--- src/rtl/alu_issue_ctrl.sv ---
// ALU issue controller: accepts decoded requests, drives registered operands/opcode
// into a combinational ALU, and returns the captured result with its tag.
module alu_issue_ctrl #(
  parameter int TAG_W = 4,
  parameter int CNT_W = 16
) (
  input  logic             clk,
  input  logic             rst_n,
  input  logic             ReqValid,
  output logic             ReqReady,
  input  logic [1:0]       ReqClass,
  input  logic [5:0]       ReqFunct,
  input  logic [31:0]      ReqA,
  input  logic [31:0]      ReqB,
  input  logic [TAG_W-1:0] ReqTag,
  output logic [31:0]      AluA,
  output logic [31:0]      AluB,
  output logic [2:0]       AluOp,
  input  logic [31:0]      AluRes,
  input  logic             AluZero,
  output logic             RspValid,
  input  logic             RspReady,
  output logic [31:0]      RspData,
  output logic             RspZero,
  output logic             RspIllegal,
  output logic [TAG_W-1:0] RspTag,
  output logic [CNT_W-1:0] OpCount,
  output logic [CNT_W-1:0] IllegalCount
);

  typedef enum logic [1:0] {
    IDLE = 2'd0,
    EXEC = 2'd1,
    RESP = 2'd2
  } state_t;

  localparam logic [CNT_W-1:0] CNT_MAX = {CNT_W{1'b1}};
  localparam logic [CNT_W-1:0] CNT_ONE = {{(CNT_W-1){1'b0}}, 1'b1};

  // Returns {illegal, opcode}; unsupported funct maps to the undefined opcode.
  function automatic logic [3:0] decode_op(input logic [1:0] cls, input logic [5:0] funct);
    logic [3:0] res;
    case (cls)
      2'b00:   res = 4'b0_010;
      2'b01:   res = 4'b0_011;
      2'b11:   res = 4'b0_001;
      2'b10: begin
        case (funct)
          6'b100000: res = 4'b0_010;
          6'b100010: res = 4'b0_011;
          6'b100100: res = 4'b0_000;
          6'b100101: res = 4'b0_001;
          6'b100110: res = 4'b0_100;
          6'b100111: res = 4'b0_101;
          6'b101010: res = 4'b0_110;
          default:   res = 4'b1_111;
        endcase
      end
      default: res = 4'b1_111;
    endcase
    return res;
  endfunction

  function automatic logic [CNT_W-1:0] sat_inc(input logic [CNT_W-1:0] cnt);
    return (cnt == CNT_MAX) ? cnt : cnt + CNT_ONE;
  endfunction

  state_t           state_r, state_s;
  logic             ready_r;
  logic [31:0]      alu_a_r, alu_b_r;
  logic [2:0]       alu_op_r;
  logic             illegal_r;
  logic [TAG_W-1:0] tag_r;
  logic             rsp_valid_r;
  logic [31:0]      rsp_data_r;
  logic             rsp_zero_r;
  logic             rsp_illegal_r;
  logic [TAG_W-1:0] rsp_tag_r;
  logic [CNT_W-1:0] op_cnt_r, ill_cnt_r;
  logic [3:0]       dec_s;
  logic             accept_s, hs_s;

  assign dec_s    = decode_op(ReqClass, ReqFunct);
  assign accept_s = ReqValid && ready_r;
  assign hs_s     = rsp_valid_r && RspReady;

  // Next-state logic for the issue FSM.
  always_comb begin
    state_s = state_r;
    case (state_r)
      IDLE: begin
        if (accept_s) state_s = EXEC;
        else          state_s = IDLE;
      end
      EXEC: state_s = RESP;
      RESP: begin
        if (hs_s) state_s = IDLE;
        else      state_s = RESP;
      end
      default: state_s = IDLE;
    endcase
  end

  // State register; ready is registered from the next state so it is low during reset.
  always_ff @(posedge clk or negedge rst_n) begin
    if (!rst_n) begin
      state_r <= IDLE;
      ready_r <= 1'b0;
    end else begin
      state_r <= state_s;
      ready_r <= (state_s == IDLE);
    end
  end

  // Operand, opcode and request holding registers, loaded only on acceptance.
  always_ff @(posedge clk or negedge rst_n) begin
    if (!rst_n) begin
      alu_a_r   <= 32'd0;
      alu_b_r   <= 32'd0;
      alu_op_r  <= 3'b111;
      illegal_r <= 1'b0;
      tag_r     <= {TAG_W{1'b0}};
    end else if (accept_s) begin
      alu_a_r   <= ReqA;
      alu_b_r   <= ReqB;
      alu_op_r  <= dec_s[2:0];
      illegal_r <= dec_s[3];
      tag_r     <= ReqTag;
    end
  end

  // Response capture at the end of EXEC; fields hold until the next capture.
  always_ff @(posedge clk or negedge rst_n) begin
    if (!rst_n) begin
      rsp_valid_r   <= 1'b0;
      rsp_data_r    <= 32'd0;
      rsp_zero_r    <= 1'b0;
      rsp_illegal_r <= 1'b0;
      rsp_tag_r     <= {TAG_W{1'b0}};
    end else if (state_r == EXEC) begin
      rsp_valid_r   <= 1'b1;
      rsp_data_r    <= illegal_r ? 32'd0 : AluRes;
      rsp_zero_r    <= illegal_r ? 1'b1 : AluZero;
      rsp_illegal_r <= illegal_r;
      rsp_tag_r     <= tag_r;
    end else if (hs_s) begin
      rsp_valid_r   <= 1'b0;
    end
  end

  // Saturating statistics, updated only on a response handshake.
  always_ff @(posedge clk or negedge rst_n) begin
    if (!rst_n) begin
      op_cnt_r  <= {CNT_W{1'b0}};
      ill_cnt_r <= {CNT_W{1'b0}};
    end else if (hs_s) begin
      op_cnt_r <= sat_inc(op_cnt_r);
      if (rsp_illegal_r) ill_cnt_r <= sat_inc(ill_cnt_r);
    end
  end

  assign ReqReady     = ready_r;
  assign AluA         = alu_a_r;
  assign AluB         = alu_b_r;
  assign AluOp        = alu_op_r;
  assign RspValid     = rsp_valid_r;
  assign RspData      = rsp_data_r;
  assign RspZero      = rsp_zero_r;
  assign RspIllegal   = rsp_illegal_r;
  assign RspTag       = rsp_tag_r;
  assign OpCount      = op_cnt_r;
  assign IllegalCount = ill_cnt_r;

endmodule

--- config.mk ---
export PLATFORM = sky130hd
export DESIGN_NAME = alu_issue_ctrl
export DESIGN_NICKNAME = d
export VERILOG_FILES = /design/src/rtl/alu_issue_ctrl.sv
export SDC_FILE = /design/constraint.sdc
export NUM_CORES = 1
export LEC_CHECK = 0
export CAP_MARGIN = 10
export CORE_MARGIN = 4
export CORE_UTILIZATION = 30
export CTS_BUF_LIST = sky130_fd_sc_hd__clkbuf_8
export DETAILED_ROUTE_END_ITERATION = 12
export HOLD_SLACK_MARGIN = 0.03
export PLACE_DENSITY = 0.62
export RECOVER_POWER = 25
export SLEW_MARGIN = 30
export SYNTH_ARGS = -nofsm -noshare
export SYNTH_HDL_FRONTEND = slang
export SYNTH_SLANG_ARGS = --single-unit
export TNS_END_PERCENT = 30
--- constraint.sdc ---
create_clock -name clk -period 2.4 [get_ports clk]
set_input_delay 0.48 -clock clk [delete_from_list [all_inputs] [get_ports clk]]
set_output_delay 0.48 -clock clk [all_outputs]
set_load 0.005 [all_outputs]
==> results of run 1 <==
## layout by cell type (no fill, tap or decap), types with 4 or more instances in the layout
cell | netlist | routed
clkdlybuf4s50_1 | 0 | 249
inv_6 | 0 | 4
dfrtp_1 | 143 | 143
xnor2_1 | 9 | 9
nand3_1 | 7 | 7
buf_4 | 1 | 6
and3_1 | 6 | 6
a21oi_1 | 6 | 6
mux2_2 | 75 | 75
nor3_1 | 14 | 14
xor2_1 | 18 | 18
nand4_1 | 13 | 13
bufinv_16 | 0 | 4
o21ai_0 | 36 | 36
clkbuf_8 | 0 | 18
nand2b_1 | 36 | 35
nand2_1 | 45 | 44
nor2_1 | 7 | 7
## cell families after synthesis
group	synth area share, %
buf+inv	1.73
compound gates	4.46
flops	60.9
xor+xnor	3.94
mux	14.6
fa+ha+maj	0.417
simple gates	13.9
## metrics by stage
step | power, mW | cell area [um^2] | util [%] | std cells
2_1_floorplan | 5.41 | 6010 | - | 475
3_3_place_gp | 7.95 | 8890 | 45.4 | 980
3_5_place_dp | 8.07 | 8890 | 45.4 | 980
4_1_cts | 10.3 | 9350 | 47.7 | 1013
5_1_grt | 10.7 | 9310 | 47.5 | 1013
6_report | 10.1 | 9310 | 47.5 | 1013
## how the worst max path moves through the flow
stage,start,end,depth (start not counted)
2_1_floorplan,IllegalCount[0],IllegalCount[2],5
3_3_place_gp,RspReady,IllegalCount[13],5
3_5_place_dp,RspReady,IllegalCount[13],5
4_1_cts,AluOp[0],AluOp[0],1
5_1_grt,rst_n,AluA[26],3
6_report,ReqValid,AluB[26],4
## metal layers
metal  GRT usage (%)  vias up  part of all wire [%]
li1                -     2178                     -
met1            16.5     2190                    40
met2            25.1      174                    49
met3            5.94       17                   9.2
met4            4.90        0                   1.7
met5               0        -                     0
## what timing repair did
item,in CTS,in global routing
hold endpoints to repair,46,0
hold buffers,1,0
buffers inserted,0,0
## sequential cells by signal (all words and copies together), names as in the netlist, 2 cells and up
register	count
state_r	2
AluOp	3
AluA	32
IllegalCount	16
tag_r	4
RspData	32
AluB	32
RspTag	4
OpCount	16
## layout make-up
| class | instances | area (um^2) |
|---|---|---|
| Sequential cell | 146 | 3660 |
| Inverter | 3 | 11.3 |
| Tap cell | 265 | 332 |
| Timing Repair Buffer | 263 | 2610 |
| Clock buffer | 18 | 248 |
| Multi-Input combinational cell | 304 | 2250 |
| Fill cell | 1779 | 10300 |
| Clock inverter | 14 | 201 |
## worst max-delay path: cells and delay by family
kind | cells | cell delay, ps
mux | 1 | 430
buf+inv | 2 | 1420
simple gates | 1 | 90
## synthesized netlist by cell type, drive strengths merged (5+ instances only)
cell type,count,area (um^2)
o21ai,36,180
clkbuf,15,56.3
nand4,15,115
xnor2,9,78.8
buf,7,36.3
xor2,18,158
a21oi,6,30.0
nand3,8,45.0
mux2,78,878
nor3,14,70.1
dfrtp,143,3580
nor4,5,58.8
nor2,7,26.3
nand2,45,169
and3,7,45.1
nand2b,36,225
## where the power goes
group          switching, mW  total [mW]  internal [mW]  leakage [nW]
combinational           1.29        3.84           2.56          1.97
clock                  0.978        2.16           1.18         0.221
sequential             0.618        4.08           3.46          1.80
total                   2.88        10.1           7.20          3.99
==> results.sh, run 1 <==
export IMPL_status="finished clean"
export IMPL_reg2reg_to="AluB[26]"
export IMPL_place_congestion=0.814
export IMPL_crit_chain="dlygate4sd3_1 > nand2_4 > clkbuf_2 > mux2_2"
export IMPL_clk_pin_slew_ps=80
export IMPL_clk_latency_ps=440
export IMPL_synth_area_um2=6010
export IMPL_r2r_start="ReqReady"
export IMPL_crit_type="input port to register"
export IMPL_route_detailed_drc=0
export IMPL_initialDrtViolationCount=146
export IMPL_maxSlewViolCount=0
export IMPL_arrival_ps=2460
export IMPL_clockBufferDepth=2
export IMPL_pre_cts_ws_ps=307
export IMPL_drt_vias_per_instance=4.50
export IMPL_grtUsageTotal_pct=14.6
export IMPL_num_antenna_cells=0
export IMPL_vias=4559
export IMPL_grt_max_degree=52
export IMPL_fin_skew_ps=10.8
export IMPL_initial_core_util_pct=30.7
export IMPL_syn_nets=590
export IMPL_drt_pass1_iterations=5
export IMPL_fin_setup_tns_ps=0
export IMPL_slew_headroom_pct=14.3
export IMPL_ys_flop_type="dfrtp_1"
export IMPL_synth_seq_cells=146
export IMPL_p_leak_nw=3.99
export IMPL_grt_pass1_vias=4983
export IMPL_rsz0062_at_grt="false"
export IMPL_die_h_um=149
export IMPL_post_drt_wl_per_cell_um=16.1
export IMPL_peakVddDrop_v=0.000580
export IMPL_timing_final_crit_share_pct=89.6
export IMPL_routed_wirelength_mm=16.3
export IMPL_syn_area_per_cell_um2=12.6
export IMPL_coreArea_um2=19600
export IMPL_ys_types=41
export IMPL_io_buffer_count=251
export IMPL_cts_resized=0
export IMPL_power_density_nw_per_um2=1080
export IMPL_r2r_slack_ps=440
export IMPL_end_kind="register"
export IMPL_hpwl_mm=12.5
export IMPL_synth_cells=475
export IMPL_fin_crit_ps=2150
export IMPL_cp_slowest_cell="clkbuf_2"
export IMPL_postRouteAntennaNets=0
export IMPL_drv_cap=0
export IMPL_ys_seq_area_share_pct=60.9
export IMPL_rr_worst_depth=3
export IMPL_cts_htree_levels=4
export IMPL_synth_edf_count=0
export IMPL_cts_sinks=146
export IMPL_synthArstFlopShare_pct=100
export IMPL_tightest_slew_ps=1290
export IMPL_cts_buffers=17
export IMPL_whs_path_depth=1
export IMPL_setup_slack_ps=250
export IMPL_startpoint_type="input port"
export IMPL_fmax_mhz=465
export IMPL_dieArea_um2=22300
export IMPL_crit_required_ps=2710
export IMPL_hold_ws_ps=467
export IMPL_pin_count=252
export IMPL_hold_viol=0
export IMPL_gr_total_overflow=0
export IMPL_die_width_um=149
export IMPL_grt_pass1_wl_mm=25.7
export IMPL_finalNetCount=850
export IMPL_cpPeakStageDelay_ps=830
export IMPL_worstPathMaxFanout=46
export IMPL_holdCritStartpoint="state_r[1]"
export IMPL_yosysWarnings=0
export IMPL_antenna_found_initial=0
export IMPL_layout_drive_gt1_share_pct=17.8
export IMPL_finalSetupViolCount=0
export IMPL_cts_root_buf="clkbuf_8"
export IMPL_worst_hold_path_type="register to register"
export IMPL_syn_to_final_growth_pct=55.0
export IMPL_holdPathEnd="state_r[0]"
export IMPL_core_rowCount=51
export IMPL_cts_tree="built"
Note: power is estimated with default switching activity, not from simulation.
==> inputs of run 2 (changes only) <==
--- a/config.mk
+++ b/config.mk
@@ -5,7 +5,7 @@
 export SDC_FILE = /design/constraint.sdc
 export NUM_CORES = 1
 export LEC_CHECK = 0
-export CAP_MARGIN = 10
+export CAP_MARGIN = 40
 export CORE_MARGIN = 4
 export CORE_UTILIZATION = 30
 export CTS_BUF_LIST = sky130_fd_sc_hd__clkbuf_8
==> constraint.sdc (replaced) <==
create_clock -name clk -period 2.4 [get_ports clk]
set_input_delay 0.6 -clock clk [delete_from_list [all_inputs] [get_ports clk]]
set_output_delay 0.6 -clock clk [all_outputs]
set_load 0.005 [all_outputs]
==> run 2 against run 1 <==
Against the previous run:
- the run now ends with max-capacitance violations, max-slew violations left
- fmax is 1.1% higher
- count of clock-buffer cells in the layout unchanged
- clock skew is essentially flat
- setup slack gained 23 ps
- total power shrank 2.6%
- critical endpoint is now AluOp[0]
- largest power group unchanged
==> results.sh, run 2 (synthesis results as in run 1) <==
export IMPL_finish_utilization_pct=47.5
export IMPL_end_kind="primary output"
export IMPL_cp_startpoint="AluOp[0]"
export IMPL_antenna_found_initial=0
export IMPL_worstPathMaxFanout=2
export IMPL_grt_pass1_wl_mm=26.6
export IMPL_peakVddDrop_v=0.000506
export IMPL_hold_ws_ps=472
export IMPL_fin_crit_ps=2130
export IMPL_cpPeakStageDelay_ps=540
export IMPL_seq_area_um2=3660
export IMPL_holdCritStartpoint="state_r[1]"
export IMPL_layout_common_cells="250 x clkdlybuf4s50_1, 143 x dfrtp_1, 75 x mux2_2, 44 x nand2_1, 36 x o21ai_0"
export IMPL_p_leak_nw=3.99
export IMPL_die_h_um=149
export IMPL_finalSetupViolCount=0
export IMPL_status="complete, but fails checks"
export IMPL_io_buffer_count=251
export IMPL_grtUsageTotal_pct=15.1
export IMPL_fin_skew_ps=11.0
export IMPL_timing_final_crit_share_pct=88.6
export IMPL_initial_core_util_pct=30.7
export IMPL_worst_path_buf_inv=1
export IMPL_pwr_share_seq_pct=41.5
export IMPL_crit_chain="clkdlybuf4s50_1"
export IMPL_worst_hold_path_type="register to register"
export IMPL_p_sw_share_pct=29.6
export IMPL_power_density_nw_per_um2=1060
export IMPL_cts_root_buf="clkbuf_8"
export IMPL_clockPowerShare_pct=18.9
export IMPL_maxSlewViolCount=36
export IMPL_final_common_cell="clkdlybuf4s50_1"
export IMPL_fin_cells=1013
export IMPL_coreArea_um2=19600
export IMPL_drt_vias_per_instance=4.56
export IMPL_crit_type="register to primary output"
export IMPL_crit_required_ps=1800
export IMPL_tightest_slew_ps=1810
export IMPL_r2r_start="IllegalCount[0]"
export IMPL_intPower_mw=6.91
export IMPL_rsz0062_at_grt="false"
export IMPL_slew_headroom_pct=-20.4
export IMPL_critPathTopFamily="flip-flops"
export IMPL_place_inst=981
export IMPL_grt_max_degree=43
export IMPL_route_detailed_drc=0
export IMPL_p_comb_share_pct=39.6
export IMPL_finalNetCount=850
export IMPL_cts_tree="built"
export IMPL_routed_wirelength_mm=16.5
export IMPL_cts_buffers=17
export IMPL_cts_sinks=146
export IMPL_clk_latency_ps=440
export IMPL_cts_resized=0
export IMPL_multi_input_area_um2=2250
export IMPL_drt_pass1_iterations=4
export IMPL_core_rowCount=51
export IMPL_clockBufferDepth=2
export IMPL_clk_pin_slew_ps=90
export IMPL_fmax_mhz=470
export IMPL_cts_htree_levels=4
export IMPL_arrival_ps=1530
export IMPL_post_drt_wl_per_cell_um=16.3
export IMPL_cts_setup_buffers=0
export IMPL_syn_to_final_growth_pct=54.8
export IMPL_postRouteAntennaNets=0
export IMPL_nFillCells=1811
export IMPL_vias=4617
export IMPL_postCtsHoldBufs=0
export IMPL_num_antenna_cells=0
export IMPL_final_area_um2=9300
export IMPL_violations="max-capacitance violations, max-slew violations"
export IMPL_hpwl_mm=12.6
export IMPL_startpoint_type="register"
export IMPL_drv_cap=1
export IMPL_grt_pass1_vias=5152
export IMPL_pin_count=252
export IMPL_initialDrtViolationCount=117
export IMPL_hold_viol=0
export IMPL_gr_total_overflow=0
export IMPL_dieArea_um2=22300
export IMPL_dpl_cell_area_um2=8920
export IMPL_place_congestion=0.837
export IMPL_fin_setup_tns_ps=0
export IMPL_switchingPower_mw=2.90
export IMPL_die_width_um=149
export IMPL_cp_slowest_cell="dfstp_2"
export IMPL_layout_drive_gt1_share_pct=17.9
## run 2: stage by stage
| stage | setup slack, ps | total power [mW] |
|---|---|---|
| global placement | 180 | 7.96 |
| global route | 178 | 10.5 |
| detailed placement | 179 | 8.09 |
| floorplan | 671 | 5.41 |
| CTS | 222 | 10.0 |
| finish | 273 | 9.81 |
## run 2: final timing paths
kind,to,slack (ps),cells after the start
worst max register to register,IllegalCount[2],510,5
worst min-delay path,state_r[0],470,1
worst min register to register,state_r[0],470,1
min in group asynchronous,RspData[28],780,1
worst max-delay path,AluOp[0],270,1
max in group asynchronous,OpCount[15],530,2
## run 2: layout make-up
class	count	share of cell area (%)
clock inverter	14	1.40
clock buffer	18	2.66
sequential	146	39.3
multi-input combinational	304	24.3
inverter	3	0.121
timing repair buffer	263	28.7
tap	265	3.57
## run 2: layer usage
layer | share of wire [%] | global-route usage, % | vias up | routed length (um)
li1 | - | - | 2167 | -
met5 | 0 | 0 | - | 0
met1 | 37 | 16.3 | 2243 | 6170
met3 | 10 | 7.30 | 27 | 1720
met2 | 50 | 25.6 | 180 | 8200
met4 | 2.5 | 5.63 | 0 | 405
## run 2: power by group through the flow
stage	clock, mW	sequential, mW	combinational [mW]
2_1_floorplan	0	4.09	1.32
6_report	1.85	4.07	3.88
3_3_place_gp	0	4.06	3.90
4_1_cts	1.94	4.09	3.99
5_1_grt	2.03	4.22	4.25
3_5_place_dp	0	4.13	3.96
